<file path="src/rtl/div_pkg.sv">
// Shared definitions for the sequential restoring divider: FSM encoding,
// counter sizing helper and the divide-by-zero quotient fill value.
package div_pkg;

  typedef enum logic [1:0] {
    ST_IDLE = 2'd0,
    ST_RUN  = 2'd1,
    ST_DONE = 2'd2
  } state_t;

  // Every quotient bit is 1 on a divide by zero, whatever the width.
  localparam logic DBZ_QBIT = 1'b1;

  // Bits needed to count 0..v-1; at least one bit so a counter always exists.
  function automatic int clog2(input int v);
    int r;
    r = 0;
    for (int i = 0; i < 32; i++) begin
      if ((1 << r) < v) r++;
    end
    if (r < 1) r = 1;
    return r;
  endfunction

endpackage

</file>
<file path="src/rtl/div_step.sv">
// One restoring-division iteration: shift the next dividend bit into the
// partial remainder and subtract the divisor, keeping the result if non-negative.
module div_step #(
  parameter int w = 9
) (
  input  logic [w-1:0] r,
  input  logic         q_msb,
  input  logic [w-2:0] d,
  output logic [w-1:0] r_next,
  output logic         q_bit
);

  logic [w-1:0] r_shift;
  logic [w-1:0] diff;

  assign r_shift = {r[w-2:0], q_msb};
  // The extra top bit of the partial remainder acts as the borrow/sign bit.
  assign diff    = r_shift - {1'b0, d};
  assign q_bit   = ~diff[w-1];
  assign r_next  = q_bit ? diff : r_shift;

endmodule

</file>
<file path="src/rtl/seq_divider.sv">
// Sequential unsigned restoring divider: one conditional-subtract step per
// clock, start/busy/done handshake, results held until the next completion.
module seq_divider
  import div_pkg::*;
#(
  parameter int n = 8
) (
  input  logic         clk,
  input  logic         rst_n,
  input  logic         start,
  input  logic [n-1:0] dividend,
  input  logic [n-1:0] divisor,
  output logic [n-1:0] quotient,
  output logic [n-1:0] remainder,
  output logic         busy,
  output logic         done,
  output logic         div_by_zero
);

  localparam int            CW    = clog2(n);
  localparam logic [CW-1:0] LAST  = CW'(n - 1);
  localparam logic [n-1:0]  DBZ_Q = {n{DBZ_QBIT}};

  state_t         state;
  logic [n-1:0]   q_reg;
  logic [n-1:0]   d_reg;
  logic [n:0]     r_reg;
  logic [CW-1:0]  count;

  logic [n:0]     r_next;
  logic           q_bit;
  logic [n-1:0]   q_next;

  div_step #(
    .w(n + 1)
  ) u_step (
    .r      (r_reg),
    .q_msb  (q_reg[n-1]),
    .d      (d_reg),
    .r_next (r_next),
    .q_bit  (q_bit)
  );

  assign q_next = {q_reg[n-2:0], q_bit};

  // NOTE: all state here is updated with non-blocking assignments so every
  // register samples the pre-edge values of the others, as real flops do.
  always_ff @(posedge clk or negedge rst_n) begin
    if (!rst_n) begin
      state       <= ST_IDLE;
      q_reg       <= '0;
      d_reg       <= '0;
      r_reg       <= '0;
      count       <= '0;
      quotient    <= '0;
      remainder   <= '0;
      busy        <= 1'b0;
      done        <= 1'b0;
      div_by_zero <= 1'b0;
    end else begin
      case (state)
        ST_IDLE: begin
          done <= 1'b0;
          if (start) begin
            q_reg <= dividend;
            d_reg <= divisor;
            r_reg <= '0;
            count <= '0;
            busy  <= 1'b1;
            if (divisor == '0) begin
              // Nothing to iterate: publish the fixed divide-by-zero result now.
              quotient    <= DBZ_Q;
              remainder   <= dividend;
              div_by_zero <= 1'b1;
              done        <= 1'b1;
              state       <= ST_DONE;
            end else begin
              state <= ST_RUN;
            end
          end
        end

        ST_RUN: begin
          q_reg <= q_next;
          r_reg <= r_next;
          count <= count + CW'(1);
          if (count == LAST) begin
            quotient    <= q_next;
            remainder   <= r_next[n-1:0];
            div_by_zero <= 1'b0;
            done        <= 1'b1;
            state       <= ST_DONE;
          end
        end

        ST_DONE: begin
          done  <= 1'b0;
          busy  <= 1'b0;
          state <= ST_IDLE;
        end

        default: begin
          done  <= 1'b0;
          busy  <= 1'b0;
          state <= ST_IDLE;
        end
      endcase
    end
  end

endmodule
</file>
<file path="config.mk">
export PLATFORM = sky130hd
export DESIGN_NAME = seq_divider
export DESIGN_NICKNAME = d
export VERILOG_FILES = /design/src/rtl/div_pkg.sv /design/src/rtl/div_step.sv /design/src/rtl/seq_divider.sv
export SDC_FILE = /design/constraint.sdc
export NUM_CORES = 1
export LEC_CHECK = 0
export CELL_PAD_IN_SITES_DETAIL_PLACEMENT = 0
export CELL_PAD_IN_SITES_GLOBAL_PLACEMENT = 1
export CORE_MARGIN = 2
export CORE_UTILIZATION = 37
export DETAILED_ROUTE_END_ITERATION = 8
export GPL_ROUTABILITY_DRIVEN = 1
export HOLD_SLACK_MARGIN = 0.05
export PLACE_DENSITY_LB_ADDON = 0.15
export SYNTH_ARGS = -nofsm -noshare
export SYNTH_HDL_FRONTEND = slang
export SYNTH_SLANG_ARGS = --single-unit
</file>
<file path="constraint.sdc">
create_clock -name clk -period 2.4 [get_ports clk]
set_input_delay 0.36 -clock clk [delete_from_list [all_inputs] [get_ports clk]]
set_output_delay 0.36 -clock clk [all_outputs]
set_load 0.02 [all_outputs]
</file>
* Yosys cells after proc, flatten, opt, wreduce, memory -nomap -nowiden
Cells that the tools add are included.
W data, S select, Z words.
** Word-level totals
- Bits of input ports :: 19
- Register bits :: 48
- Output and inout bits :: 19
** Operators by class
- Add/sub/neg operators :: 2
- Bitwise operators :: 2
- Equal/unequal tests :: 5
- Reduce and logical (&&, ||, !) cells :: 8
- Multiplexer cells :: 29
** Operators with widths (count)
- $mux W8 :: 9
- $pmux W8 S2 :: 4
- $sub A9 B8 Y9 :: 1
- $logic_not A8 Y1 :: 1
- $reduce_and A2 Y1 :: 4
- $mux W1 :: 7
- $mux W2 :: 3
- $ne A2 B2 Y1 const B :: 3
- $pmux W1 S2 :: 3
- $pmux W3 S2 :: 1
- $pmux W2 S2 :: 1
- $reduce_and A4 Y1 :: 1
- $add A3 B1 Y3 const B :: 1
- $eq A3 B3 Y1 const B :: 1
- $mux W3 :: 1
- $eq A2 B1 Y1 const B :: 1
- $logic_not A2 Y1 :: 1
- $not A1 Y1 :: 2
- $reduce_bool A2 Y1 :: 1

* Depth between registers and ports, before layout
- Word-level depth :: 4
- Mapped depth :: 10
- Gate-level depth less buffers :: 10

* Cells and area by module
Synthesis repeated with hierarchy kept, for this count alone.
** Unflattened totals
- Cell total of the unflattened synthesis :: 235
- Area, all modules :: 2474.9 um2
** Modules (own cells, without submodules)
- seq_divider :: instances 1, cells each 164, sequential area each 1226.2 um2, area each 1966.9 um2
- div_step :: instances 1, cells each 71, sequential area each 0.0 um2, area each 508.0 um2

* Worst setup path before layout
No wires, ideal clock.
- Kind :: reg2reg
- Start :: reg q_reg[7]
- End :: reg remainder[7]
- Cell stages (with the launch flop) :: 11
- Path slack :: 0.096 ns
- Period minus slack after synthesis :: 2.304 ns
- Arrival :: 2.178 ns
- Setup time :: 0.126 ns
- Path through :: dfrtp_1 > inv_1 > ha_1 > inv_1 > fa_1 > a211oi_2 > nor3_2 > mux2i_2 > nor2_4 > and3_4 > o32a_1
** Between the ends
- Cells in the longest elaborated chain, start to end :: 4
** RTL lines
- from (decl) :: RTL line seq_divider.sv:25 : logic [n-1:0] q_reg;
- from (signal assigned) :: RTL line seq_divider.sv:65 : q_reg <= dividend;
- from (signal assigned) :: RTL line seq_divider.sv:84 : q_reg <= q_next;
- $sub A9 B8 Y9 :: RTL line div_step.sv:18 : assign diff = r_shift - {1'b0, d};
- $mux W8 :: RTL line div_step.sv:20 : assign r_next = q_bit ? diff : r_shift;
- $mux W8 :: RTL line seq_divider.sv:87 : if (count == LAST) begin
- $pmux W8 S2 :: RTL line seq_divider.sv:61 : case (state)
- to (signal assigned) :: RTL line seq_divider.sv:73 : remainder <= dividend;
- to (signal assigned) :: RTL line seq_divider.sv:89 : remainder <= r_next[n-1:0];
- to (decl) :: RTL line seq_divider.sv:14 : output logic [n-1:0] remainder,
No other way between the ends. The select of a mux whose other input is x is not followed.
A chain may end at the register's enable or synchronous reset.

* Worst setup path after layout
Same ends and word-level chain as after synthesis.

==> flow_metrics.env <==
export IMPL_synth_seq_cells=48
export IMPL_fp_dieArea_mm2=0.00734
export IMPL_reg2reg_slack_ps=-2
export IMPL_final_core_util_pct=50.5
export IMPL_ctsRootBufferMaster="clkbuf_8"
export IMPL_place_gp_congestion=0.812
export IMPL_overflow=0
export IMPL_skew_ps=8.96
export IMPL_power_uw=5530
export IMPL_peakVddDrop_v=0.000834
export IMPL_port_buffer_count=37
export IMPL_crit_type="reg -> reg"
export IMPL_yosysUniqueCellTypes=45
export IMPL_grt_max_degree=49
export IMPL_reg2reg_from="q_reg[7]"
export IMPL_antenna_found_initial=0
export IMPL_drv_cap=0
export IMPL_fmax_mhz=416
export IMPL_htree_levels=2
export IMPL_violations="setup timing"
export IMPL_clk_latency_ps=310
export IMPL_grt_pass1_wl_mm=10.0
export IMPL_hold_violations=0
export IMPL_cts_tree="built"
export IMPL_vias=2015
export IMPL_leakagePower_uw=0.00141
export IMPL_crit_arrival_ps=2600
export IMPL_via_per_inst=5.27
export IMPL_antennaDiodeCount=0
export IMPL_fin_nets=334
export IMPL_drive_gt1_share_pct=17.0
export IMPL_dieWidth_um=85.7
export IMPL_die_h_um=85.7
export IMPL_synthCells=249
export IMPL_tightest_slew_ps=780
export IMPL_synth_area_per_cell_um2=9.92
export IMPL_dr_pass1_iters=4
export IMPL_syn_nets=279
export IMPL_grt_setup_unrepaired="true"
export IMPL_status="finished with violations"
export IMPL_ys_seq_area_share_pct=48.6
export IMPL_netlist_area_mm2=0.00247
export IMPL_ctsHoldBuffers=0
export IMPL_route_detailed_drc=0
export IMPL_syn2layout_area_growth_pct=30.6
export IMPL_synth_warnings=0
export IMPL_grtUsageTotal_pct=17.6
export IMPL_synthFlopType="dfrtp_1"
export IMPL_final_area_mm2=0.00323
export IMPL_post_dp_cell_area_mm2=0.00299
export IMPL_clkTransAtPathRegs_ps=90
export IMPL_endpoint_kind="register"
export IMPL_dp_final_hpwl_mm=4.37
export IMPL_r2r_cells=11
export IMPL_slew_limit_headroom_pct=47.8
export IMPL_async_flop_share_pct=100
export IMPL_setup_viol=1
export IMPL_dpl_worst_slack_ps=-42.8
export IMPL_start_util_pct=38.7
export IMPL_final_common_cell="dfrtp_1"
export IMPL_clock_path_buffers=2
export IMPL_drt_wirelength_per_cell_um=15.8
export IMPL_detail_route_antenna_nets=0
export IMPL_grt_pass1_vias=1992
export IMPL_final_cell_mix="48 x dfrtp_1, 36 x nand2_1, 36 x clkdlybuf4s50_1"
export IMPL_postRouteWirelength_mm=6.03
export IMPL_tns_ps=-1.82
export IMPL_cp_required_ps=2590
export IMPL_setup_worst_path_start_class="register"
export IMPL_drv_slew=0
export IMPL_period_minus_slack_ps=2400
export IMPL_num_rows=29
export IMPL_synth_edf_count=0
export IMPL_dr_first_iter_drc_count=97
export IMPL_pwr_density_cell_mw_per_mm2=1710
export IMPL_r2r_end="remainder[7]"
export IMPL_layout_setup_ws_ps=-1.82
export IMPL_cts_made_buffers=5
export IMPL_hold_class="in -> async"
export IMPL_ios=38
export IMPL_clock_sinks=48
export IMPL_fin_crit_sh_pct=100
export IMPL_core_mm2=0.00639
export IMPL_cp_max_fo=5
## through the flow
step / hold WS, ps / instances
after floorplan: 64.4 / 249
after global placement: 489 / 367
after detailed placement: 497 / 367
after CTS: 168 / 379
after global routing: 202 / 382
final: 136 / 382
## logic make-up after synthesis
| kind of cell | Yosys count | share of synthesized area, % |
|---|---|---|
| buffers and inverters | 21 | 3.70 |
| xor gates and xnor gates | 5 | 1.77 |
| adders and majority gates | 11 | 5.88 |
| DFF | 48 | 48.6 |
| and+or+nand+nor | 76 | 14.8 |
| muxes | 10 | 4.31 |
| AOI/OAI and AO/OA | 78 | 20.9 |
## power by group
part | switching, uW | leakage [uW] | internal, uW
combinational | 1800 | 0.000770 | 1620
clock | 284 | 0.0000614 | 341
sequential | 278 | 0.000583 | 1210
## per-layer routing
layer	wire length (um)	track usage [%]
met3	206	3.66
met2	2760	27.6
met5	0	0
met4	97	4.47
met1	2970	25.0
## synthesized netlist by cell type (all sizes together), types with 5 or more instances
library cell	n	share of area (%)
dfrtp	48	49
nand2	37	5.7
o21ai	30	6.1
a21oi	12	2.6
inv	11	1.7
nor2	11	2.1
o22a	11	3.9
ha	10	5.1
nand3	10	2.0
mux2i	8	3.4
clkbuf	7	1.1
a21o	6	1.9
a211oi	5	1.9
nor3	5	1.2
## critical path: stages (launching register included)
cell	delay (ps)
dfrtp_1	400
inv_2	80
ha_4	130
inv_2	30
fa_2	360
a211oi_4	280
nor3_4	90
mux2i_2	240
buf_4	160
nor2_4	40
and3_4	190
o32a_1	280
## what timing repair did
| item | in CTS | in global routing |
|---|---|---|
| pin swaps | 4 | 8 |
| buffers inserted | 4 | 3 |
| gates resized for setup | 3 | 11 |
| endpoints found under the setup margin | 8 | 15 |
| hold endpoints to repair | 0 | 0 |
## layout make-up
type / instances / area, um2
sequential: 48 / 1200
clock buffer: 6 / 82.6
tap: 77 / 96.3
timing repair buffer: 58 / 527
fill: 636 / 3160
clock inverter: 2 / 38.8
multi-input combinational: 180 / 1240
inverter: 11 / 41.3
## how the worst max path moves through the flow
stage	from	to	slack [ps]	depth (start not counted)
3_5_place_dp	q_reg[7]	remainder[2]	-40	11
2_1_floorplan	q_reg[7]	remainder[7]	100	10
6_report	q_reg[7]	remainder[7]	-2	11
5_1_grt	q_reg[7]	remainder[7]	-90	11
4_1_cts	q_reg[7]	remainder[1]	2	11
3_3_place_gp	q_reg[7]	remainder[7]	50	10
Note: power is estimated with default switching activity, not from simulation.
